## config.mk

```make
export PLATFORM = sky130hd
export DESIGN_NAME = rv_mem_arbiter
export DESIGN_NICKNAME = d
export VERILOG_FILES = /design/src/rtl/rv_mem_arbiter.sv
export SDC_FILE = /design/constraint.sdc
export NUM_CORES = 1
export LEC_CHECK = 0
export BUFFER_PORTS_ARGS = -buffer_cell sky130_fd_sc_hd__buf_2
export CORE_ASPECT_RATIO = 0.75
export CORE_MARGIN = 10
export CORE_UTILIZATION = 45
export DETAILED_ROUTE_END_ITERATION = 10
export GPL_TIMING_DRIVEN = 0
export PLACE_DENSITY = 0.86
export SLEW_MARGIN = 10
export SYNTH_ARGS = -nofsm -noshare
export SYNTH_HDL_FRONTEND = slang
export SYNTH_SLANG_ARGS = --single-unit
```

## constraint.sdc

```tcl
create_clock -name clk -period 2.61 [get_ports clk]
set_input_delay 0.261 -clock clk [delete_from_list [all_inputs] [get_ports clk]]
set_output_delay 0.261 -clock clk [all_outputs]
set_load 0.01 [all_outputs]
```

## src/rtl/rv_mem_arbiter.sv

```systemverilog
// Single-port BRAM arbiter between instruction fetch (read-only) and the LSU.
// LSU has priority; a saturating starvation counter periodically forces a fetch grant.
module rv_mem_arbiter #(
  parameter int ADDR_W     = 10,
  parameter int DATA_W     = 32,
  parameter int STARVE_MAX = 4
) (
  input  logic                clk,
  input  logic                rst,

  input  logic                if_req,
  input  logic [ADDR_W-1:0]   if_addr,
  output logic                if_gnt,
  output logic                if_rvalid,
  output logic [DATA_W-1:0]   if_rdata,

  input  logic                ls_req,
  input  logic                ls_we,
  input  logic [DATA_W/8-1:0] ls_be,
  input  logic [ADDR_W-1:0]   ls_addr,
  input  logic [DATA_W-1:0]   ls_wdata,
  output logic                ls_gnt,
  output logic                ls_rvalid,
  output logic [DATA_W-1:0]   ls_rdata,

  output logic                mem_en,
  output logic [DATA_W/8-1:0] mem_we,
  output logic [ADDR_W-1:0]   mem_addr,
  output logic [DATA_W-1:0]   mem_wdata,
  input  logic [DATA_W-1:0]   mem_rdata
);

  localparam int BE_W  = DATA_W / 8;
  localparam int CNT_W = (STARVE_MAX < 1) ? 1 : $clog2(STARVE_MAX + 1);
  localparam logic [CNT_W-1:0] CNT_MAX = CNT_W'(STARVE_MAX);

  logic [CNT_W-1:0]  starve_q, starve_d;
  logic              pend_if_q, pend_ls_q;
  logic [DATA_W-1:0] hold_if_q, hold_ls_q;
  logic              starved;

  assign starved = (starve_q == CNT_MAX);

  // Grant selection: LSU wins unless fetch has waited through STARVE_MAX LSU grants.
  always_comb begin
    // NOTE: every combinationally assigned signal gets a default first so no path
    // leaves it unassigned, which would otherwise infer a latch.
    if_gnt = 1'b0;
    ls_gnt = 1'b0;
    if (!rst) begin
      if (ls_req && !(if_req && starved)) begin
        ls_gnt = 1'b1;
      end else if (if_req) begin
        if_gnt = 1'b1;
      end
    end
  end

  always_comb begin
    starve_d = starve_q;
    if (if_gnt || !if_req) begin
      starve_d = '0;
    end else if (ls_gnt && !starved) begin
      starve_d = starve_q + 1'b1;
    end
  end

  // Memory port driven straight from the winner so the access lands this cycle.
  always_comb begin
    mem_en    = if_gnt | ls_gnt;
    mem_we    = (ls_gnt && ls_we) ? ls_be : {BE_W{1'b0}};
    mem_addr  = '0;
    if (ls_gnt) begin
      mem_addr = ls_addr;
    end else if (if_gnt) begin
      mem_addr = if_addr;
    end
    mem_wdata = rst ? {DATA_W{1'b0}} : ls_wdata;
  end

  always_ff @(posedge clk) begin
    // NOTE: sequential state uses non-blocking assignments so every register
    // samples the pre-edge values regardless of statement order.
    if (rst) begin
      starve_q  <= '0;
      pend_if_q <= 1'b0;
      pend_ls_q <= 1'b0;
      hold_if_q <= '0;
      hold_ls_q <= '0;
    end else begin
      starve_q  <= starve_d;
      pend_if_q <= if_gnt;
      pend_ls_q <= ls_gnt && !ls_we;
      if (pend_if_q) begin
        hold_if_q <= mem_rdata;
      end
      if (pend_ls_q) begin
        hold_ls_q <= mem_rdata;
      end
    end
  end

  // A reset arriving the cycle after a grant suppresses the pending response.
  assign if_rvalid = pend_if_q && !rst;
  assign ls_rvalid = pend_ls_q && !rst;
  assign if_rdata  = rst ? {DATA_W{1'b0}} : (pend_if_q ? mem_rdata : hold_if_q);
  assign ls_rdata  = rst ? {DATA_W{1'b0}} : (pend_ls_q ? mem_rdata : hold_ls_q);

endmodule

```

==> run summary, run 1 <==
The number of nets handed over by synthesis was 410. The area of the die is 10550 um^2. The total wirelength of the detailed-routed design was 10600 um. The async set-or-reset flop fraction in the synthesized netlist came out at 0. The number of synthesized register bits was 69; the unique cell type count in the Yosys netlist was 23.

At the later pin of the worst-skew pair, clock insertion delay measures 0.34 ns. For the signal arrival time at the worst endpoint, the log shows 1.80 ns. The tools report the total number of H-tree levels as 3. The aggregate global routing overflow was 0; the maximum root-to-sink buffer count was 2.

Clock-pin slew was measured on the worst setup and hold paths at 0.07 ns. Setup violations remaining at the end of the flow were counted as 0. After detailed routing, the wire length on met1 is 4096 um.

The tools report the total count of max-transition violations in the final report as 0. The critical path in this run is classified as register to output pin. The power per unit of standard cell area is 556.6 nW/um^2, and the hold buffer count at CTS is 0. The final critical path time including I/O delays and setup is 2.062 ns. Clock skew on the completed layout was measured at 0.01186 ns. The fraction of layout cells with a size suffix above 1 is 0.4730, and the count of warnings emitted by yosys is 0.

STA classifies the critical path startpoint as a register. The first global-routing pass estimated 16760 um of wire. The run gives 0.1946 as the global-route total usage across every layer.

The final layout contains 627 nets. The type of the most critical hold path was input port to register. Average wire length per cell after detail routing: 17.15 um.

Summing every instance area after synthesis gives 3067 um^2. 208 I/O pins were placed. In this run the mean area of a mapped cell was 9.736 um^2.

The last weighted congestion value of the routability-driven placer is 0.8296, and the number of hold violations in the final report is 0. After technology mapping, the gate count stands at 315. The worst-case IR drop observed on VDD is 0.0004481 V. Detailed routing placed a total of 1057 um of wire on met3. In the routed design, unresolved DRC markers number 0.

The post-CTS setup buffer count was 0. Counting flops with a built-in enable in the synthesized netlist gives 0. After layout, the worst setup slack is 0.5484 ns. The detailed router used layers up to and including met4.

The proportion of synthesized chip area in sequential cells was 0.4504; the remaining number of nets flagged by the antenna check after routing was 0. The initial core utilization came out at 0.4759. The run gives 4 as the detailed-router iteration count before antenna repair. The maximum clock frequency is 0.4851 GHz. TritonCTS built the clock tree. The count of buffers inserted at the top-level ports was 206. Among the stages of the critical path, the cell type that occurs most often is buf_6.

Walking the worst path, the cells encountered are inv_1 > ha_1 > and3_1 > buf_6 > buf_6 > o22ai_2 > buf_2. The tools report the number of antenna violations at the first check in global routing as 0. The cell sitting at the root of the clock tree is a clkbuf_8. The floorplan has 25 rows.

OpenSTA, run right after detailed placement, puts the worst setup slack at 0.9132 ns. The tools report the number of buffers inserted during clock tree synthesis as 9. From bottom edge to top edge, the die measures 91.49 um.

Critical path's largest stage delay: 0.36 ns. The leakage power of the design is 0.002196 uW. The diode insertion count for antenna repair came out at 0. Most common cell after layout, fill and taps aside: buf_2.

Wire segments on met2 add up to 5362 um in the final route. CTS saw 69 sinks. Portion of the clock cycle consumed by the worst path in the final layout: 0.7899. The tools report the sum of negative setup slack as 0 ns. Worst-path cell with the longest stage delay: dfxtp_1.

After floorplanning, the core was sized to cover 6444 um^2. The hold slack was 0.1541 ns. In the routed layout, each cell is associated on average with a via count of 4.859.

The max-capacitance violation count came out at 0. For the worst setup path, the data required time is 2.35 ns. The area growth from synthesis to layout works out to 44.39%. Setup repair after global routing left no endpoint under its margin.

The flip-flop cell with the highest count after synthesis was dfxtp_1. The run gives 8561 um as the placed wire-length estimate. Relative slew slack: 0.7314. The via count of the first global-routing pass was 3220; the total number of vias was 3003. Gates resized during post-CTS repair numbered 0. The highest net fanout along the worst path was 10; the iteration-0 DRC count of the detailed router was 162. The flow ran to the end, and the final reports show no timing, DRC or antenna violations. Entering global routing, the biggest net connects 15 pins. From left edge to right edge, the die measures 115.3 um. The top cell types in the final layout, fill and taps aside, are buf_2 (218), dfxtp_1 (69), nor2_1 (67). The tools report the kind of end point of the critical path as an output pin. For the pin with the worst max-slew slack, the measured transition is 0.4029 ns.
where the power goes:
part           internal [uW]  leakage (uW)  switching, uW
sequential              1090      0.000561           9.69
combinational            181       0.00152            208
clock                    552      0.000112            427
total                   1820       0.00220            644
logic make-up after synthesis:
family	after synthesis	share of synthesized area
simple gates	137	0.2387
mux	64	0.2089
compound gates	14	0.03754
buf+inv	29	0.05630
fa+ha+maj	2	0.008159
flops	69	0.4504
worst max-delay path, delay by kind of cell, from the launching register on:
kind / cells / cell delay [ns]
flops: 1 / 0.36
fa+ha+maj: 1 / 0.24
compound gates: 1 / 0.16
buf+inv: 4 / 0.48
simple gates: 1 / 0.20
registers in the layout (all words and copies together) (netlist names):
signal and flops:
starve_q 3, pend_if_q 1, hold_ls_q 32, hold_if_q 32, pend_ls_q 1
metrics by stage:
step / power, uW / cell area [um^2] / instances / util
3_5_place_dp: 1511 / 4199 / 602 / 0.6517
6_report: 2464 / 4428 / 618 / 0.6872
3_3_place_gp: 1500 / 4199 / 602 / 0.6517
4_1_cts: 2496 / 4428 / 618 / 0.6872
2_1_floorplan: 1324 / 3067 / 315 / -
5_1_grt: 2583 / 4428 / 618 / 0.6872
metal layers:
metal / vias to the layer above / global-route usage
met2: 115 / 0.3394
met1: 1393 / 0.2105
li1: 1488 / -
met4: 0 / 0.04424
met3: 7 / 0.08679
met5: - / 0
synth_stat cells (2+ instances only):
| cell type | count | area [um^2] |
|---|---|---|
| buf_4 | 7 | 52.55 |
| a211oi_1 | 2 | 15.01 |
| dfxtp_1 | 69 | 1381 |
| nor3b_1 | 2 | 15.01 |
| nor2b_1 | 34 | 212.7 |
| clkbuf_1 | 4 | 15.01 |
| nor2_1 | 67 | 251.5 |
| nand2_1 | 4 | 15.01 |
| buf_6 | 3 | 33.78 |
| nor3_2 | 5 | 50.05 |
| o22ai_1 | 6 | 37.54 |
| inv_1 | 3 | 11.26 |
| mux2i_1 | 64 | 640.6 |
| o22ai_2 | 4 | 50.05 |
| ha_1 | 2 | 25.02 |
| nand3b_1 | 21 | 157.7 |
| buf_2 | 12 | 60.06 |
path summary, 6_finish.rpt:
path	slack [ns]	endpoint	depth (start not counted)	start
hold / removal	0.15	pend_ls_q	2	ls_we
setup reg to reg	1.30	pend_ls_q	6	starve_q[0]
setup / recovery	0.55	mem_addr[2]	7	starve_q[0]
hold reg to reg	0.47	starve_q[0]	1	starve_q[0]
area by class of cell:
class	count	area [um^2]
Inverter	3	11.26
Buffer	26	161.4
Tap cell	81	101.3
Clock buffer	9	123.9
Sequential cell	69	1381
Multi-Input combinational cell	217	1513
Timing Repair Buffer	206	1031
Clock inverter	7	105.1
Fill cell	520	2016
No activity file was read; power rests on OpenSTA's default activity.
==> inputs of run 2 (changes only) <==
--- a/config.mk
+++ b/config.mk
@@ -5,13 +5,14 @@
 export SDC_FILE = /design/constraint.sdc
 export NUM_CORES = 1
 export LEC_CHECK = 0
+export ABC_AREA = 1
 export BUFFER_PORTS_ARGS = -buffer_cell sky130_fd_sc_hd__buf_2
 export CORE_ASPECT_RATIO = 0.75
 export CORE_MARGIN = 10
-export CORE_UTILIZATION = 45
+export CORE_UTILIZATION = 37
 export DETAILED_ROUTE_END_ITERATION = 10
 export GPL_TIMING_DRIVEN = 0
-export PLACE_DENSITY = 0.86
+export PLACE_DENSITY = 0.77
 export SLEW_MARGIN = 10
 export SYNTH_ARGS = -nofsm -noshare
 export SYNTH_HDL_FRONTEND = slang
==> constraint.sdc (replaced) <==
create_clock -name clk -period 1.7 [get_ports clk]
set_input_delay 0.17 -clock clk [delete_from_list [all_inputs] [get_ports clk]]
set_output_delay 0.17 -clock clk [all_outputs]
set_load 0.01 [all_outputs]
==> run summary, run 2 <==
The relative slew slack is 0.8251. Flip-flop cell with the highest count after synthesis: dfxtp_1. The leakage power of the design is 0.002605 uW.

The async set-or-reset flop fraction in the synthesized netlist was 0. The number of top-level pins is 208, and the clock latency on the worst-skew pair is 0.33 ns. The run gives 0.006124 ns as the worst setup skew after layout.

The run gives 735 as the number of fill cells in the layout. The biggest area contributor in the post-synthesis netlist is dfxtp_1. After detailed routing, the average wire length per cell comes to 15.04 um. The largest registers in the layout are hold_if_q: 32 flops, hold_ls_q: 32 flops, starve_q: 3 flops. The worst hold path belongs to the class input port to register.

TritonCTS built the clock tree. Total count of max-transition violations in the final report: 0. In the layout the commonest cells are buf_2 (211), nor2_1 (166), dfxtp_1 (65). Setup repair after global routing could not meet its margin everywhere. The portion of synthesized cell area occupied by the leading cell type was 0.4726. STA classifies the critical path endpoint as an output pin.

The H-tree was split into 3 levels. The clock slew at the register clock pins of the worst setup and hold paths is 0.07 ns, and the total number of vias is 3376. Overall power consumption after layout is estimated at 3639 uW. In this run the power density over the cells is 825.8 nW/um^2. The repair_antennas step left the layout with diodes totalling 0. The portion of the clock cycle consumed by the worst path in the final layout is 0.9807, and the number of standard cells in the layout, taps in and fillers out is 749.

The number of hold violations in the final report is 0, and the number of clock sinks is 69. The core outline area is 7500 um^2, and the standard-cell row count is 27. The count of final setup violators was 0. For the net count of the finished layout, the log shows 740.

The most common cell after layout, fill and taps aside is buf_2. For this run the aggregate overflow at the end of global routing stands at 0. The cell count after synthesis is 423. The global-route total usage across every layer came out at 0.1794. Number of synthesized register bits: 69.

After synthesis, the netlist uses 22 different library cells. The tools report the wire length of the first global-routing pass as 17260 um. The number of buffers and inverters on the critical path is 4. The kind of launch point of the worst setup path is a register. At the pin with the least slew margin, the transition time is 0.2620 ns. For this run, the number of Yosys warnings is 0. Detailed placement ended at an HPWL of 8913 um.

The number of antenna violations at the first check in global routing is 0, and the last weighted congestion value of the routability-driven placer is 0.8044. The area growth from synthesis to layout is 50.77%. The tools report the maximum number of pins on one net before global-route repair as 11. Across the VDD grid, the largest voltage drop is 0.0003330 V. The run gives 11270 um as the total wirelength of the detailed-routed design.

In the synthesized netlist, the cells that appear most often are nor2_1 (166), dfxtp_1 (69), inv_1 (45). The floorplan step defined a die boundary enclosing 11890 um^2. In the routed layout, each cell is associated on average with a via count of 4.507.

The run gives 0 as the max-capacitance violation count. The detailed router finished its first iteration with 206 violations. The run gives 3357 as the via count of the first global-routing pass. Subtracting the final worst setup slack from the clock period gives 1.667 ns.

The number of enable flip-flop cells after synthesis was 0. For the post-route worst setup slack, the log shows 0.03288 ns. The critical setup path kind is register to output pin.

The number of buffers inserted during clock tree synthesis was 9. Once placement completed, the tool counted placed cells totaling 731. Data on the critical path arrives at its endpoint at 1.50 ns. Counting every net in the synthesized netlist gives 518. Among all cell types in the netlist, the one instantiated most often is nor2_1. The die is 96.97 um tall. The signal on the critical path passes through inv_2 > ha_4 > nand3_4 > nand3_4 > inv_4 > buf_4 > nand2_1 > nand2_1 > buf_2. The slowest stage of the critical path belongs to the cell dfxtp_2.

In this run the cell area of the synthesized design comes to 2923 um^2. The initial core utilization came out at 0.3897. The remaining routing DRC violations is 0, and the highest net fanout along the worst path is 5. Static timing analysis puts the maximum clock frequency at 0.5998 GHz. The count of buffers inserted at the top-level ports is 207. Data on the critical path is required at its endpoint by 1.53 ns. The pre-antenna-repair detailed-routing pass consisted of 4 iterations. The tools report the proportion of synthesized chip area in sequential cells as 0.4726.

The maximum root-to-sink buffer count is 2, and the fraction of layout cells with a size suffix above 1 is 0.4136. Across all hold checks on the routed design, the worst slack comes to 0.1161 ns. The run finished with clean final reports. The run gives 0.5876 as the utilization of the core after routing.

The clock root buffer is clkbuf_8. The width of the chip is 122.6 um. OpenSTA, run right after detailed placement, puts the worst setup slack at 0.1951 ns. The cell family contributing the most delay on the critical path is buffers and inverters. Once detail routing completed, the nets flagged for antenna violations numbered 0.

The critical path's largest stage delay came out at 0.33 ns. In the post-synthesis netlist, the biggest area contributors are dfxtp_1 (47%), nor2_1 (21%), o21ai_0 (7.2%). The mean post-synth cell area was 6.910 um^2.
==> run 2: cell type report <==
cell class                 instances  area, um^2  share of cell area
buffer                            26       182.7             0.04145
clock buffer                      12       145.1             0.03294
clock inverter                     2       35.03            0.007950
inverter                          47       178.9             0.04060
multi-input combinational        281        1267              0.2876
sequential                        69        1386              0.3146
tap                              101       126.4             0.02868
timing repair buffer             211        1085              0.2462
==> run 2: timing repair <==
item / CTS / global route
setup endpoints to repair: 67 / 51
gates resized for setup: 20 / 20
hold endpoints to repair: 1 / 0
hold buffers: 1 / 0
pin swaps: 3 / 2
gates cloned: 0 / 1
buffers inserted: 1 / 1
==> run 2: metal layers <==
metal / track usage / vias to the layer above / wire length (um)
met3: 0.1130 / 4 / 1438
met1: 0.1825 / 1487 / 4153
met2: 0.3038 / 141 / 5612
met4: 0.03860 / 0 / 61
li1: - / 1744 / -
met5: 0 / - / 0
==> run 2: worst paths after layout <==
| path | slack [ns] | endpoint | from | depth (start not counted) |
|---|---|---|---|---|
| min reg2reg | 0.50 | hold_ls_q[19] | hold_ls_q[19] | 2 |
| min | 0.12 | hold_ls_q[9] | mem_rdata[9] | 3 |
| max reg2reg | 0.58 | starve_q[2] | starve_q[0] | 7 |
| max | 0.03 | mem_addr[8] | starve_q[0] | 9 |
==> run 2: logic make-up after synthesis <==
| group | share of synthesized area |
|---|---|
| DFF | 0.4726 |
| AOI/OAI and AO/OA | 0.1130 |
| adders and majority gates | 0.008560 |
| and+or+nand+nor | 0.2894 |
| buffers and inverters | 0.1134 |
| xor gates and xnor gates | 0.002997 |
==> run 2: worst reg2reg max path: stages, from the launching register on <==
cell and delay [ns]:
dfxtp_2 0.34, inv_2 0.05, ha_4 0.16, nand3_4 0.10, nand3_4 0.09, buf_6 0.15, nor2_1 0.09, nor2_1 0.05
==> run 2: where the power goes <==
part,internal [uW],total [uW],leakage [uW],switching [uW]
clock,701,1270,0.0000923,564
combinational,277,655,0.00195,377
sequential,1700,1720,0.000566,22.4
total,2680,3640,0.00260,963
==> run 2: per-stage QoR <==
stage / setup TNS [ns] / instance area, um^2
floorplan: 0 / 2923
global route: -0.6848 / 4407
finish: 0 / 4407
global placement: 0 / 4085
CTS: -0.0003544 / 4334
detailed placement: 0 / 4085
==> inputs of run 3 (changes only) <==
--- a/config.mk
+++ b/config.mk
@@ -9,10 +9,10 @@
 export BUFFER_PORTS_ARGS = -buffer_cell sky130_fd_sc_hd__buf_2
 export CORE_ASPECT_RATIO = 0.75
 export CORE_MARGIN = 10
-export CORE_UTILIZATION = 37
+export CORE_UTILIZATION = 41
 export DETAILED_ROUTE_END_ITERATION = 10
 export GPL_TIMING_DRIVEN = 0
-export PLACE_DENSITY = 0.77
+export PLACE_DENSITY = 0.8
 export SLEW_MARGIN = 10
 export SYNTH_ARGS = -nofsm -noshare
 export SYNTH_HDL_FRONTEND = slang
==> constraint.sdc (replaced) <==
create_clock -name clk -period 1.6 [get_ports clk]
set_input_delay 0.16 -clock clk [delete_from_list [all_inputs] [get_ports clk]]
set_output_delay 0.16 -clock clk [all_outputs]
set_load 0.01 [all_outputs]
==> run summary, run 3 (same netlist as run 2, synthesis figures left out) <==
Setup repair after global routing could not meet its margin everywhere. The count of buffers inserted at the top-level ports came out at 207. In this run the critical register-to-register path is launched from starve_q[0]. In the routed design, unresolved DRC markers number 0. For the detailed-router iteration count before antenna repair, the log shows 4. After filler insertion, the fill cell instance count of the layout stands at 616. The area growth from synthesis to layout is 55.48%, and the clock latency on the worst-skew pair is 0.33 ns. The power per unit of standard cell area is 859.4 nW/um^2, and the last weighted congestion value of the routability-driven placer is 0.8411. TritonCTS built the clock tree. The total count of max-transition violations in the final report is 0, and the maximum clock frequency is 0.5909 GHz. The logs give 746 for the net count of the finished layout and 1.44 ns for the critical path data required time. Once layout is complete, the cells apart from fillers number 753. Walking the worst path, the cells encountered are inv_2 > ha_4 > nand3_4 > nand3_4 > inv_4 > buf_6 > nand2_1 > nand2_1 > buf_2. CTS placed an instance of clkbuf_8 at the clock tree root.

The width of the chip was 117.5 um. After detailed routing, the number of vias per cell comes to 4.550. The worst register-to-register path ends at starve_q[2]. Summed over all nets, the half-perimeter wirelength after detailed placement is 8556 um.

In this run the number of H-tree levels came out at 3. Buffers inserted during clock tree synthesis total 9. The run gives 0.4258 as the initial core utilization.

The tools report the standard-cell row count as 26. The run gives 0 as the number of hold violations in the final report. Measured in cells, the most critical reg-to-reg path has a length of 7. The number of antenna diodes in the final layout is 0.

STA puts the critical path data arrival time at 1.53 ns. Dividing the detail-routed wire length by the instance count gives 14.49 um. Summed over all layers, the global routing overflow is 0.

Setup violations remaining at the end of the flow were counted as 16. The clock slew at the register clock pins of the worst setup and hold paths works out to 0.07 ns. The checks that failed: negative setup slack.

At the pin with the least slew margin, the transition time is 0.3064 ns. Entering global routing, the biggest net connects 13 pins. The total wirelength of the detailed-routed design is 10910 um. The post-route worst setup slack was -0.09245 ns; the worst supply voltage drop on vdd was 0.0004632 V. The largest registers in the layout are hold_if_q: 32 flops, hold_ls_q: 32 flops, starve_q: 3 flops.

The remaining number of nets flagged by the antenna check after routing was 0; the wire length of the first global-routing pass was 16910 um. The library cell used most frequently in the layout, excluding fill and tap cells, is buf_2. In the layout the commonest cells are buf_2 (208), nor2_1 (163), dfxtp_1 (65).

STA classifies the critical path endpoint as an output pin. The fraction of layout cells with a size suffix above 1 is 0.4412. The maximum root-to-sink buffer count came out at 2.

The critical hold path startpoint was mem_rdata[18]. The tools report the worst hold path endpoint as hold_ls_q[18]. Critical setup path kind: register to output pin. In this run the vertical extent of the chip is 93.12 um.

The floorplan step defined a die boundary enclosing 10940 um^2. The type of the most critical hold path is input port to register. The reg2reg setup slack was 0.45 ns. The flow ran to the end, but the final reports show violations. The worst setup path is launched from a register. The critical path's largest stage delay is 0.34 ns, and the hold path depth is 3. On the critical path, the stage with the largest delay is an instance of dfxtp_2. Number of top-level pins: 208. The routed layout has 3426 vias. The run gives 728 as the placed instance count. Combined buffer and inverter count along the critical path: 4. The worst slack after detailed placement was 0.07215 ns.

Of all nets on the critical path, the largest fanout is 5. The tools report the worst setup skew after layout as 0.009538 ns. The number of clock sinks was 69; the via count of the first global-routing pass was 3434. The tools report the core outline area as 6864 um^2. The leakage power of the design was 0.002651 uW.

The portion of the clock cycle consumed by the worst path in the final layout works out to 1.058. In this run, the number of DRC markers left after iteration 0 of detailed routing was 119. The tools report the number of antenna violations at the first check in global routing as 0. The kind of cell with the highest combined delay along the critical path is buffers and inverters. The logs give 0.1856 for the global-route total usage across every layer and 0 for the max-capacitance violation count. The relative slew slack is 0.7955.

The worst path needs 1.692 ns of the cycle, external delays included.
==> run 3: changes by cell type in the layout (fill, tap and decap cells not counted), sizes merged <==
| cell | previous run | this run |
|---|---|---|
| clkinv | 1 | 2 |
| inv | 47 | 48 |
| clkinvlp | 0 | 2 |
| buf | 232 | 238 |
| clkbuf | 16 | 13 |
==> run 3: metrics by stage <==
stage                     total power (uW)  cell area (um^2)  hold slack, ns  setup TNS [ns]    util
after floorplan                       2185              2923          0.2324               0       -
after global routing                  4106              4544         0.09549          -2.256  0.6620
after global placement                2513              4081          0.3360               0  0.5946
after detailed placement              2530              4081          0.3439               0  0.5946
after CTS                             3928              4432         0.08047          -1.053  0.6456
final                                 3905              4544          0.1018          -1.018  0.6620
==> run 3: timing repair <==
item | CTS | global route
hold endpoints to repair | 1 | 0
pin swaps | 3 | 7
hold buffers | 1 | 0
gates resized for setup | 36 | 31
buffers inserted | 4 | 3
cloned | 1 | 1
setup endpoints to repair | 76 | 63
==> run 3: tightest hold or removal path: cells and delay by family <==
family	cells	cell delay (ns)
AND/OR/NAND/NOR	2	0.15
buffers and inverters	1	0.09
==> run 3: how the worst max path moves through the flow <==
stage | slack, ns | cells after the start | startpoint | to
after global routing | -0.17 | 9 | starve_q[0] | mem_addr[4]
after detailed placement | 0.07 | 9 | starve_q[0] | mem_addr[3]
after CTS | -0.08 | 9 | starve_q[0] | mem_addr[8]
after floorplan | 0.30 | 8 | starve_q[0] | mem_addr[0]
after global placement | 0.15 | 9 | starve_q[0] | mem_addr[8]
final | -0.09 | 9 | starve_q[0] | mem_addr[0]
==> run 3: layout make-up <==
type                       count  area, um^2  area share
multi-input combinational    281        1304      0.2869
clock buffer                   9       123.9     0.02726
timing repair buffer         217        1149      0.2528
inverter                      47       181.4     0.03992
sequential                    69        1389      0.3056
tap                           98       122.6     0.02698
clock inverter                 6       63.81     0.01404
buffer                        26       211.5     0.04653
==> run 3: layer usage <==
layer | vias to the layer above | global-route usage | wire length (um)
met1 | 1519 | 0.1905 | 4234
met5 | - | 0 | 0
li1 | 1751 | - | -
met2 | 146 | 0.3290 | 5311
met4 | 0 | 0.04517 | 115
met3 | 10 | 0.1003 | 1251
==> run 3: power by group <==
part | internal (uW) | switching, uW | leakage [uW]
combinational | 316 | 410 | 0.00199
clock | 711 | 645 | 0.0000915
sequential | 1800 | 23.0 | 0.000567
